===== config.mk =====
export PLATFORM = sky130hd
export DESIGN_NAME = regfile_wb_arbiter
export DESIGN_NICKNAME = d
export VERILOG_FILES = /design/src/rtl/regfile_wb_arbiter.sv
export SDC_FILE = /design/constraint.sdc
export NUM_CORES = 1
export LEC_CHECK = 0
export CAP_MARGIN = 30
export CORE_MARGIN = 2
export CORE_UTILIZATION = 41
export DETAILED_ROUTE_END_ITERATION = 8
export HOLD_SLACK_MARGIN = 0.08
export PLACE_DENSITY = 0.68
export SLEW_MARGIN = 20
export SYNTH_ARGS = -nofsm -noshare
export SYNTH_HDL_FRONTEND = slang
export SYNTH_SLANG_ARGS = --single-unit

===== constraint.sdc =====
create_clock -name clk -period 2.7 [get_ports clk]
set_input_delay 0.54 -clock clk [delete_from_list [all_inputs] [get_ports clk]]
set_output_delay 0.54 -clock clk [all_outputs]
set_load 0.05 [all_outputs]

===== src/rtl/regfile_wb_arbiter.sv =====
`default_nettype none
// ============================================================================
// Module      : regfile_wb_arbiter
// Description : Two-source writeback arbiter for the register-file write port.
//               Per-source FIFOs drained round-robin, one write per cycle.
//               Optional perf counters enabled by defining WB_ARB_PERF_EN.
// Revision    : 1.0 - initial release
// ============================================================================

module wb_arb_fifo #(
    parameter int DATA_W = 32,
    parameter int ADDR_W = 5,
    parameter int DEPTH  = 2
) (
    input  logic              clk,
    input  logic              rst,
    input  logic              push_i,
    input  logic [ADDR_W-1:0] rd_i,
    input  logic [DATA_W-1:0] data_i,
    input  logic              pop_i,
    output logic              ready_o,
    output logic              nonempty_o,
    output logic [ADDR_W-1:0] head_rd_o,
    output logic [DATA_W-1:0] head_data_o
);

    localparam int PTR_W = $clog2(DEPTH);
    localparam int CNT_W = PTR_W + 1;
    localparam logic [CNT_W-1:0] C_FULL_CNT = CNT_W'(DEPTH);

    logic [ADDR_W-1:0] rd_mem_q   [DEPTH];
    logic [DATA_W-1:0] data_mem_q [DEPTH];

    logic [PTR_W-1:0] wptr_q, wptr_d;
    logic [PTR_W-1:0] rptr_q, rptr_d;
    logic [CNT_W-1:0] count_q, count_d;

    logic full;
    logic do_push;
    logic do_pop;

    // A full FIFO refuses a push even when it is popped in the same cycle.
    assign full        = (count_q == C_FULL_CNT);
    assign ready_o     = !full;
    assign nonempty_o  = (count_q != '0);
    assign do_push     = push_i && !full;
    assign do_pop      = pop_i && nonempty_o;
    assign head_rd_o   = rd_mem_q[rptr_q];
    assign head_data_o = data_mem_q[rptr_q];

    always_comb begin
        wptr_d  = wptr_q;
        rptr_d  = rptr_q;
        count_d = count_q;
        if (do_push) begin
            wptr_d = wptr_q + 1'b1;
        end
        if (do_pop) begin
            rptr_d = rptr_q + 1'b1;
        end
        case ({do_push, do_pop})
            2'b10:   count_d = count_q + 1'b1;
            2'b01:   count_d = count_q - 1'b1;
            default: count_d = count_q;
        endcase
    end

    always_ff @(posedge clk) begin
        if (rst) begin
            wptr_q  <= '0;
            rptr_q  <= '0;
            count_q <= '0;
        end else begin
            wptr_q  <= wptr_d;
            rptr_q  <= rptr_d;
            count_q <= count_d;
        end
    end

    always_ff @(posedge clk) begin
        if (do_push) begin
            rd_mem_q[wptr_q]   <= rd_i;
            data_mem_q[wptr_q] <= data_i;
        end
    end

endmodule

module regfile_wb_arbiter #(
    parameter int DATA_W     = 32,
    parameter int ADDR_W     = 5,
    parameter int FIFO_DEPTH = 2
) (
    input  logic              clk,
    input  logic              rst,
    input  logic              a_valid,
    output logic              a_ready,
    input  logic [ADDR_W-1:0] a_rd,
    input  logic [DATA_W-1:0] a_data,
    input  logic              b_valid,
    output logic              b_ready,
    input  logic [ADDR_W-1:0] b_rd,
    input  logic [DATA_W-1:0] b_data,
    output logic              w_en,
    output logic [ADDR_W-1:0] rd_id_o,
    output logic [DATA_W-1:0] rd_write_data_o,
`ifdef WB_ARB_PERF_EN
    output logic [15:0]       stall_a_cnt,
    output logic [15:0]       stall_b_cnt,
    output logic [15:0]       conflict_cnt,
`endif
    output logic              busy
);

    logic              push_a, push_b;
    logic              ne_a, ne_b;
    logic              grant_a, grant_b;
    logic [ADDR_W-1:0] head_rd_a, head_rd_b;
    logic [DATA_W-1:0] head_data_a, head_data_b;
    logic              prio_a_q, prio_a_d;

    // Writes to x0 are accepted but dropped before they reach the FIFO.
    assign push_a = a_valid && (a_rd != '0);
    assign push_b = b_valid && (b_rd != '0);

    wb_arb_fifo #(
        .DATA_W (DATA_W),
        .ADDR_W (ADDR_W),
        .DEPTH  (FIFO_DEPTH)
    ) u_fifo_a (
        .clk         (clk),
        .rst         (rst),
        .push_i      (push_a),
        .rd_i        (a_rd),
        .data_i      (a_data),
        .pop_i       (grant_a),
        .ready_o     (a_ready),
        .nonempty_o  (ne_a),
        .head_rd_o   (head_rd_a),
        .head_data_o (head_data_a)
    );

    wb_arb_fifo #(
        .DATA_W (DATA_W),
        .ADDR_W (ADDR_W),
        .DEPTH  (FIFO_DEPTH)
    ) u_fifo_b (
        .clk         (clk),
        .rst         (rst),
        .push_i      (push_b),
        .rd_i        (b_rd),
        .data_i      (b_data),
        .pop_i       (grant_b),
        .ready_o     (b_ready),
        .nonempty_o  (ne_b),
        .head_rd_o   (head_rd_b),
        .head_data_o (head_data_b)
    );

    // prio_a_q set means A wins a tie; it flips to the other source on every grant.
    always_comb begin
        grant_a  = ne_a && (!ne_b || prio_a_q);
        grant_b  = ne_b && !grant_a;
        prio_a_d = prio_a_q;
        if (grant_a) begin
            prio_a_d = 1'b0;
        end else if (grant_b) begin
            prio_a_d = 1'b1;
        end
    end

    always_ff @(posedge clk) begin
        if (rst) begin
            prio_a_q <= 1'b1;
        end else begin
            prio_a_q <= prio_a_d;
        end
    end

    always_comb begin
        w_en            = grant_a || grant_b;
        rd_id_o         = '0;
        rd_write_data_o = '0;
        if (grant_a) begin
            rd_id_o         = head_rd_a;
            rd_write_data_o = head_data_a;
        end else if (grant_b) begin
            rd_id_o         = head_rd_b;
            rd_write_data_o = head_data_b;
        end
    end

    assign busy = ne_a || ne_b;

`ifdef WB_ARB_PERF_EN
    logic [15:0] stall_a_q, stall_b_q, conflict_q;

    always_ff @(posedge clk) begin
        if (rst) begin
            stall_a_q  <= '0;
            stall_b_q  <= '0;
            conflict_q <= '0;
        end else begin
            if (a_valid && !a_ready && (stall_a_q != 16'hFFFF)) begin
                stall_a_q <= stall_a_q + 16'd1;
            end
            if (b_valid && !b_ready && (stall_b_q != 16'hFFFF)) begin
                stall_b_q <= stall_b_q + 16'd1;
            end
            if (ne_a && ne_b && (conflict_q != 16'hFFFF)) begin
                conflict_q <= conflict_q + 16'd1;
            end
        end
    end

    assign stall_a_cnt  = stall_a_q;
    assign stall_b_cnt  = stall_b_q;
    assign conflict_cnt = conflict_q;
`endif

endmodule

`default_nettype wire


; ---- After elaboration in Yosys (flattened, before gate mapping)
; Memories as Yosys holds them, arrays and structs flattened. A register that Yosys moved wholly into a read port is not among the register bits.
; Cells that the tools add are included.
[word_totals]
register_bits = 9
ram_bits = 148
input_bits = 78
output_inout_bits = 41
elab_cells = 67
n_memories = 4
[op_classes]
n_addsub = 8
n_eq_ne = 6
n_mux = 20
reduce_logical = 22
[memory_table]
columns = memory, words, width, rd, rd_ports_with_merged_regs, wr, line
row1 = u_fifo_a.data_mem_q, 2, 32, 1, 1, 1, 32  ; logic [DATA_W-1:0] data_mem_q [DEPTH];
row2 = u_fifo_b.data_mem_q, 2, 32, 1, 1, 1, 32
row3 = u_fifo_a.rd_mem_q, 2, 5, 1, 1, 1, 31  ; logic [ADDR_W-1:0] rd_mem_q [DEPTH];
row4 = u_fifo_b.rd_mem_q, 2, 5, 1, 1, 1, 31
[op_table]
columns = operator, n
row1 = $mux W32, 2
row2 = $mux W1, 14
row3 = $mux W5, 2
row4 = $reduce_bool A2 Y1, 5
row5 = $reduce_bool A5 Y1, 2
row6 = $eq A2 B2 Y1 const B, 4
row7 = $logic_and A1 B1 Y1, 8
row8 = $pmux W2 S2, 2
row9 = $add A1 B1 Y1 const B, 4
row10 = $add A2 B1 Y2 const B, 2
row11 = $eq A2 B1 Y1 const B, 2
row12 = $logic_not A1 Y1, 4
row13 = $sub A2 B1 Y2 const B, 2
row14 = $logic_or A1 B1 Y1, 3

; ---- Longest topological paths before layout
[logic_depth]
ltp_word = 9
mapped_depth = 9
mapped_depth_nobuf = 7

; ---- By module
; From an unflattened synthesis, not the netlist that was laid out.
[hier_totals]
cells_unflattened = 339
area_unflattened_um2 = 6339.8
[by_module_without_submodules]
columns = mod, n_inst, cells_per_inst, area_each_um2, seq_area_each_um2
row1 = wb_arb_fifo, 2, 139, 2881.5, 2322.2
row2 = regfile_wb_arbiter, 1, 61, 576.8, 20.0

; ---- Least setup slack after synthesis
; OpenSTA, ideal clock, no wires.
[synth_path]
path_kind = register -> register
from = register u_fifo_b.count_q[0]
to = memory u_fifo_b.data_mem_q[0][0] (enable)
setup_ns = 0.431
arrival_time_ns = 2.683
t_required_ns = 2.269
slack_ns = -0.415
path_stages_with_launch = 4
n_path_buf = 0
synth_period_minus_slack_ns = 3.115
path_cell_list = dfxtp_1 > nand2b_1 > o211ai_4 > nor2_1
[synth_via]
elab_chain_cells = 5
[synth_lines]
columns = item, line
row1 = start: declaration, 36  ; logic [CNT_W-1:0] count_q, count_d;
row2 = start signal: assignment, 76  ; count_q <= count_d;
row3 = $eq A2 B2 Y1, 43  ; assign full = (count_q == C_FULL_CNT);
row4 = $logic_not A1 Y1, n/a
row5 = net b_ready, 101  ; output logic b_ready,
row6 = $logic_and A1 B1 Y1, 46  ; assign do_push = push_i && !full;
row7 = $mux W1, 81  ; if (do_push) begin
row8 = $mux W1 (not written as such), 83  ; data_mem_q[wptr_q] <= data_i;
row9 = end: declaration, 32
; The timed path passes the listed nets, and every way through them passes these cells.

; ---- Worst setup path in the final report
[layout_path]
from = register u_fifo_b.count_q[0]
to = output port rd_write_data_o[28]
[layout_via]
elab_chain_cells = 8
[layout_lines]
columns = item, line
row1 = $reduce_bool A2 Y1 (*), 45  ; assign nonempty_o = (count_q != '0);
row2 = $logic_not A1 Y1, 162  ; grant_a = ne_a && (!ne_b || prio_a_q);
row3 = $logic_or A1 B1 Y1, 162
row4 = $logic_and A1 B1 Y1, 162
row5 = $logic_not A1 Y1, 163  ; grant_b = ne_b && !grant_a;
row6 = $logic_and A1 B1 Y1, 163
row7 = $mux W32, 187  ; end else if (grant_b) begin
row8 = $mux W32 (*), 184  ; if (grant_a) begin
row9 = end: declaration, 106  ; output logic [DATA_W-1:0] rd_write_data_o,
; Every way passes the cells marked *; elsewhere a longest branch is shown, timed or not.

==> out/summary.json <==
{
  "cts": {
    "tritoncts_num_sinks": 159,
    "clk_transition_reported_paths_ns": 0.06,
    "clk-insertion-delay-late_ns": 0.42,
    "root_driver": "sky130_fd_sc_hd__clkbuf_16",
    "post_cts.repair.setup_buffers": 0,
    "htree_levels": 4,
    "ctsLongestPathBuffers": 2,
    "tritoncts": "done",
    "clock_buffers_created_by_tritoncts": 17,
    "ctsHoldBuffers": 0
  },
  "layout": {
    "layout.filler_cells": 1136,
    "layout.nets": 553,
    "utilization_pct": 58.93,
    "final_layout_size_suffix_gt1_share_pct": 21.19,
    "num_antenna_cells": 0,
    "area_growth_syn_to_layout_pct": 40.79,
    "layout.cell_area.non_filler_sq_mm": 0.008564,
    "ff_latch_area_sq_mm": 0.004667,
    "multiInputGateArea_sq_mm": 0.001428
  },
  "global_route": {
    "number_of_global_route_vias_before_repair": 3641,
    "gr-usage-all-layers_pct": 16.43,
    "grt_first_pass_wirelength_mm": 19.29,
    "grt_antenna_before_repair": 0,
    "grt_max_degree": 30,
    "grt_remaining_overflow": 0
  },
  "timing": {
    "fin_hold_ws_ns": 0.5028,
    "max-slew-margin-rel_pct": 55.53,
    "setup_viol": 0,
    "report.final.hold_viol_count": 0,
    "final.setup_skew_ns": 0.007080,
    "layout_min_cycle_time_ns": 2.593,
    "achievable-frequency_mhz": 385.7,
    "timing.final.crit_share_pct": 96.03,
    "tightest_slew_ns": 0.6654,
    "rsz0062_at_grt": "false",
    "drv_slew": 0,
    "tns_ns": 0
  },
  "yosys": {
    "synth-edff-count": 148,
    "synthesis.area_sq_mm": 0.006083,
    "synth.most_common_cell": "sky130_fd_sc_hd__edfxtp_1",
    "async_reset_ff_share_pct": 0,
    "ys_ff_latch": 159,
    "count_of_distinct_cell_types_in_the_synthesized_netlist": 24,
    "yosysTopAreaCell": "sky130_fd_sc_hd__edfxtp_1",
    "synth_top_cells_by_count": "148 x sky130_fd_sc_hd__edfxtp_1, 74 x sky130_fd_sc_hd__mux2i_1, 37 x sky130_fd_sc_hd__o22ai_1, 12 x sky130_fd_sc_hd__nor2_1",
    "synthTopCellsByArea": "sky130_fd_sc_hd__edfxtp_1 73%, sky130_fd_sc_hd__mux2i_1 12%, sky130_fd_sc_hd__o22ai_1 3.8%",
    "synth.net_count": 419,
    "sequential_share_of_the_synthesized_area_pct": 76.68,
    "synth_ff_type": "sky130_fd_sc_hd__edfxtp_1",
    "synthCells": 339,
    "yosys_warnings": 0,
    "yosys.area.top_type_share_pct": 73.06,
    "average_cell_area_after_synthesis_sq_um": 17.94
  },
  "route": {
    "dr.pass1.iters": 4,
    "route.detailed.wl_per_inst_um": 18.54,
    "detail_route.drc_violations": 0,
    "detail_route.vias_per_cell": 5.064,
    "total_routed_wirelength_mm": 12.42,
    "initialDrtViolationCount": 195,
    "route.vias.total": 3393,
    "postRouteAntennaNets": 0
  },
  "die": {
    "rows": 44,
    "initial_core_utilization_pct": 41.86,
    "io-pin-count": 119,
    "die_height_um": 125.8,
    "die_ar_sq_mm": 0.01583,
    "core_sq_mm": 0.01453,
    "die_w_um": 125.8
  },
  "pwr": {
    "total_leakage_power_uw": 0.002908,
    "power.share.combinational_pct": 50.2,
    "pwr-share-seq_pct": 31.0,
    "power_report.internal_total_uw": 6646,
    "power.clock.fraction_pct": 18.8,
    "p_per_area_mw_per_mm2": 1238,
    "p_sw_uw": 3954,
    "ir_worst_vdd_v": 0.0008952,
    "switching_share_pct": 37.30
  },
  "worst_setup_path": {
    "startpoint_type": "flop",
    "path_class": "flop to primary output",
    "path_max_fanout": 28,
    "r2r_setup_slack_ns": 0.54,
    "cp-end-kind": "primary output",
    "worst-endpoint-required_ns": 2.16,
    "worstPathArrival_ns": 2.05
  },
  "hold_path": {
    "hold_path.class": "flop to flop"
  },
  "status": {
    "outcome": "completed"
  },
  "placed_design": {
    "port-buffer-count": 118,
    "detailedPlacementHpwl_mm": 8.611,
    "globalplace.congestion": 0.7428,
    "post_dp_cell_area_sq_mm": 0.007988
  },
  "flow_run": {
    "cap_violations": 0
  }
}
metrics by stage:
stage	setup WS, ns	power [uW]	cells
floorplan	-0.4146	6140	339
global placement	-0.01935	8463	636
detailed placement	-0.05500	8562	638
CTS	0.007252	10610	670
global route	0.02913	11010	670
finish	0.1071	10600	670
power by group through the flow:
stage / Sequential (uW) / Combinational (uW) / Clock [uW]
after CTS: 3290 / 5280 / 2040
after detailed placement: 3340 / 5230 / 0
after global routing: 3320 / 5550 / 2140
final: 3280 / 5320 / 2000
after global placement: 3320 / 5150 / 0
after floorplan: 3260 / 2880 / 0
logic make-up after synthesis:
logic type	Yosys count	share of synthesized area [%]
AO/OA/AOI/OAI	52	5.738
XOR/XNOR	4	0.5760
AND/OR/NAND/NOR	25	2.160
adder cells (fa/ha/maj)	2	0.4113
flip-flops	159	76.68
buffers and inverters	21	1.769
multiplexers	76	12.67
cells in the final DEF, fill, tap and decap left out, types with 4 or more instances in the layout:
master and n:
sky130_fd_sc_hd__clkinv_2 7, sky130_fd_sc_hd__nor2_1 8, sky130_fd_sc_hd__o22ai_1 24, sky130_fd_sc_hd__o21ai_0 4
sky130_fd_sc_hd__buf_12 40, sky130_fd_sc_hd__a21oi_1 6, sky130_fd_sc_hd__clkinv_1 4, sky130_fd_sc_hd__clkdlybuf4s50_1 81
sky130_fd_sc_hd__nor2_4 4, sky130_fd_sc_hd__inv_1 4, sky130_fd_sc_hd__dfxtp_1 9, sky130_fd_sc_hd__o22ai_2 13
sky130_fd_sc_hd__clkbuf_1 4, sky130_fd_sc_hd__clkbuf_16 17, sky130_fd_sc_hd__or3_1 5, sky130_fd_sc_hd__mux2i_1 74
sky130_fd_sc_hd__edfxtp_1 148, sky130_fd_sc_hd__buf_4 9
what timing repair did:
item                                    4_1_cts  5_1_grt
resized for setup                             4       11
pin swaps                                     0        0
endpoints found under the setup margin       26       25
critical path, stage by stage (launching register included):
cell and delay (ns):
sky130_fd_sc_hd__dfxtp_1 0.43, sky130_fd_sc_hd__nor2_1 0.14, sky130_fd_sc_hd__or2_4 0.35, sky130_fd_sc_hd__buf_12 0.20, sky130_fd_sc_hd__o22ai_1 0.31, sky130_fd_sc_hd__buf_12 0.18
final timing paths:
path | from | end | cells after the start
max | u_fifo_b.count_q[0]$_SDFFE_PP0P_ | rd_write_data_o[28] | 5
min | u_fifo_a.rptr_q$_SDFFE_PP0P_ | flop | 2
max reg2reg | u_fifo_a.count_q[0]$_SDFFE_PP0P_ | u_fifo_a.count_q[1]$_SDFFE_PP0P_ | 8
min reg2reg | u_fifo_a.rptr_q$_SDFFE_PP0P_ | flop | 2
area by class of cell:
class	instances	share of cell area, %
clock inverter	11	0.5844
sequential	159	54.49
tap	184	2.688
multi-input combinational	159	16.67
timing repair buffer	132	20.25
inverter	4	0.1753
clock buffer	21	5.142
per-layer routing:
layer  share of wire [%]  global-route usage, %
met5                   0                      0
met2                  50                  27.22
met4                 1.5                  6.917
met3                 5.3                  4.248
met1                  43                  20.65
state kept, by name, summed over array words and instances, names as in the netlist, named ones only:
| signal | count |
|---|---|
| u_fifo_b.rd_mem_q | 10 |
| u_fifo_a.rptr_q | 1 |
| u_fifo_a.wptr_q | 1 |
| u_fifo_b.count_q | 2 |
| u_fifo_b.wptr_q | 1 |
| u_fifo_a.data_mem_q | 64 |
| u_fifo_a.rd_mem_q | 10 |
| prio_a_q | 1 |
| u_fifo_b.rptr_q | 1 |
| u_fifo_b.data_mem_q | 64 |
| u_fifo_a.count_q | 2 |
Note: power is estimated with default switching activity, not from simulation.
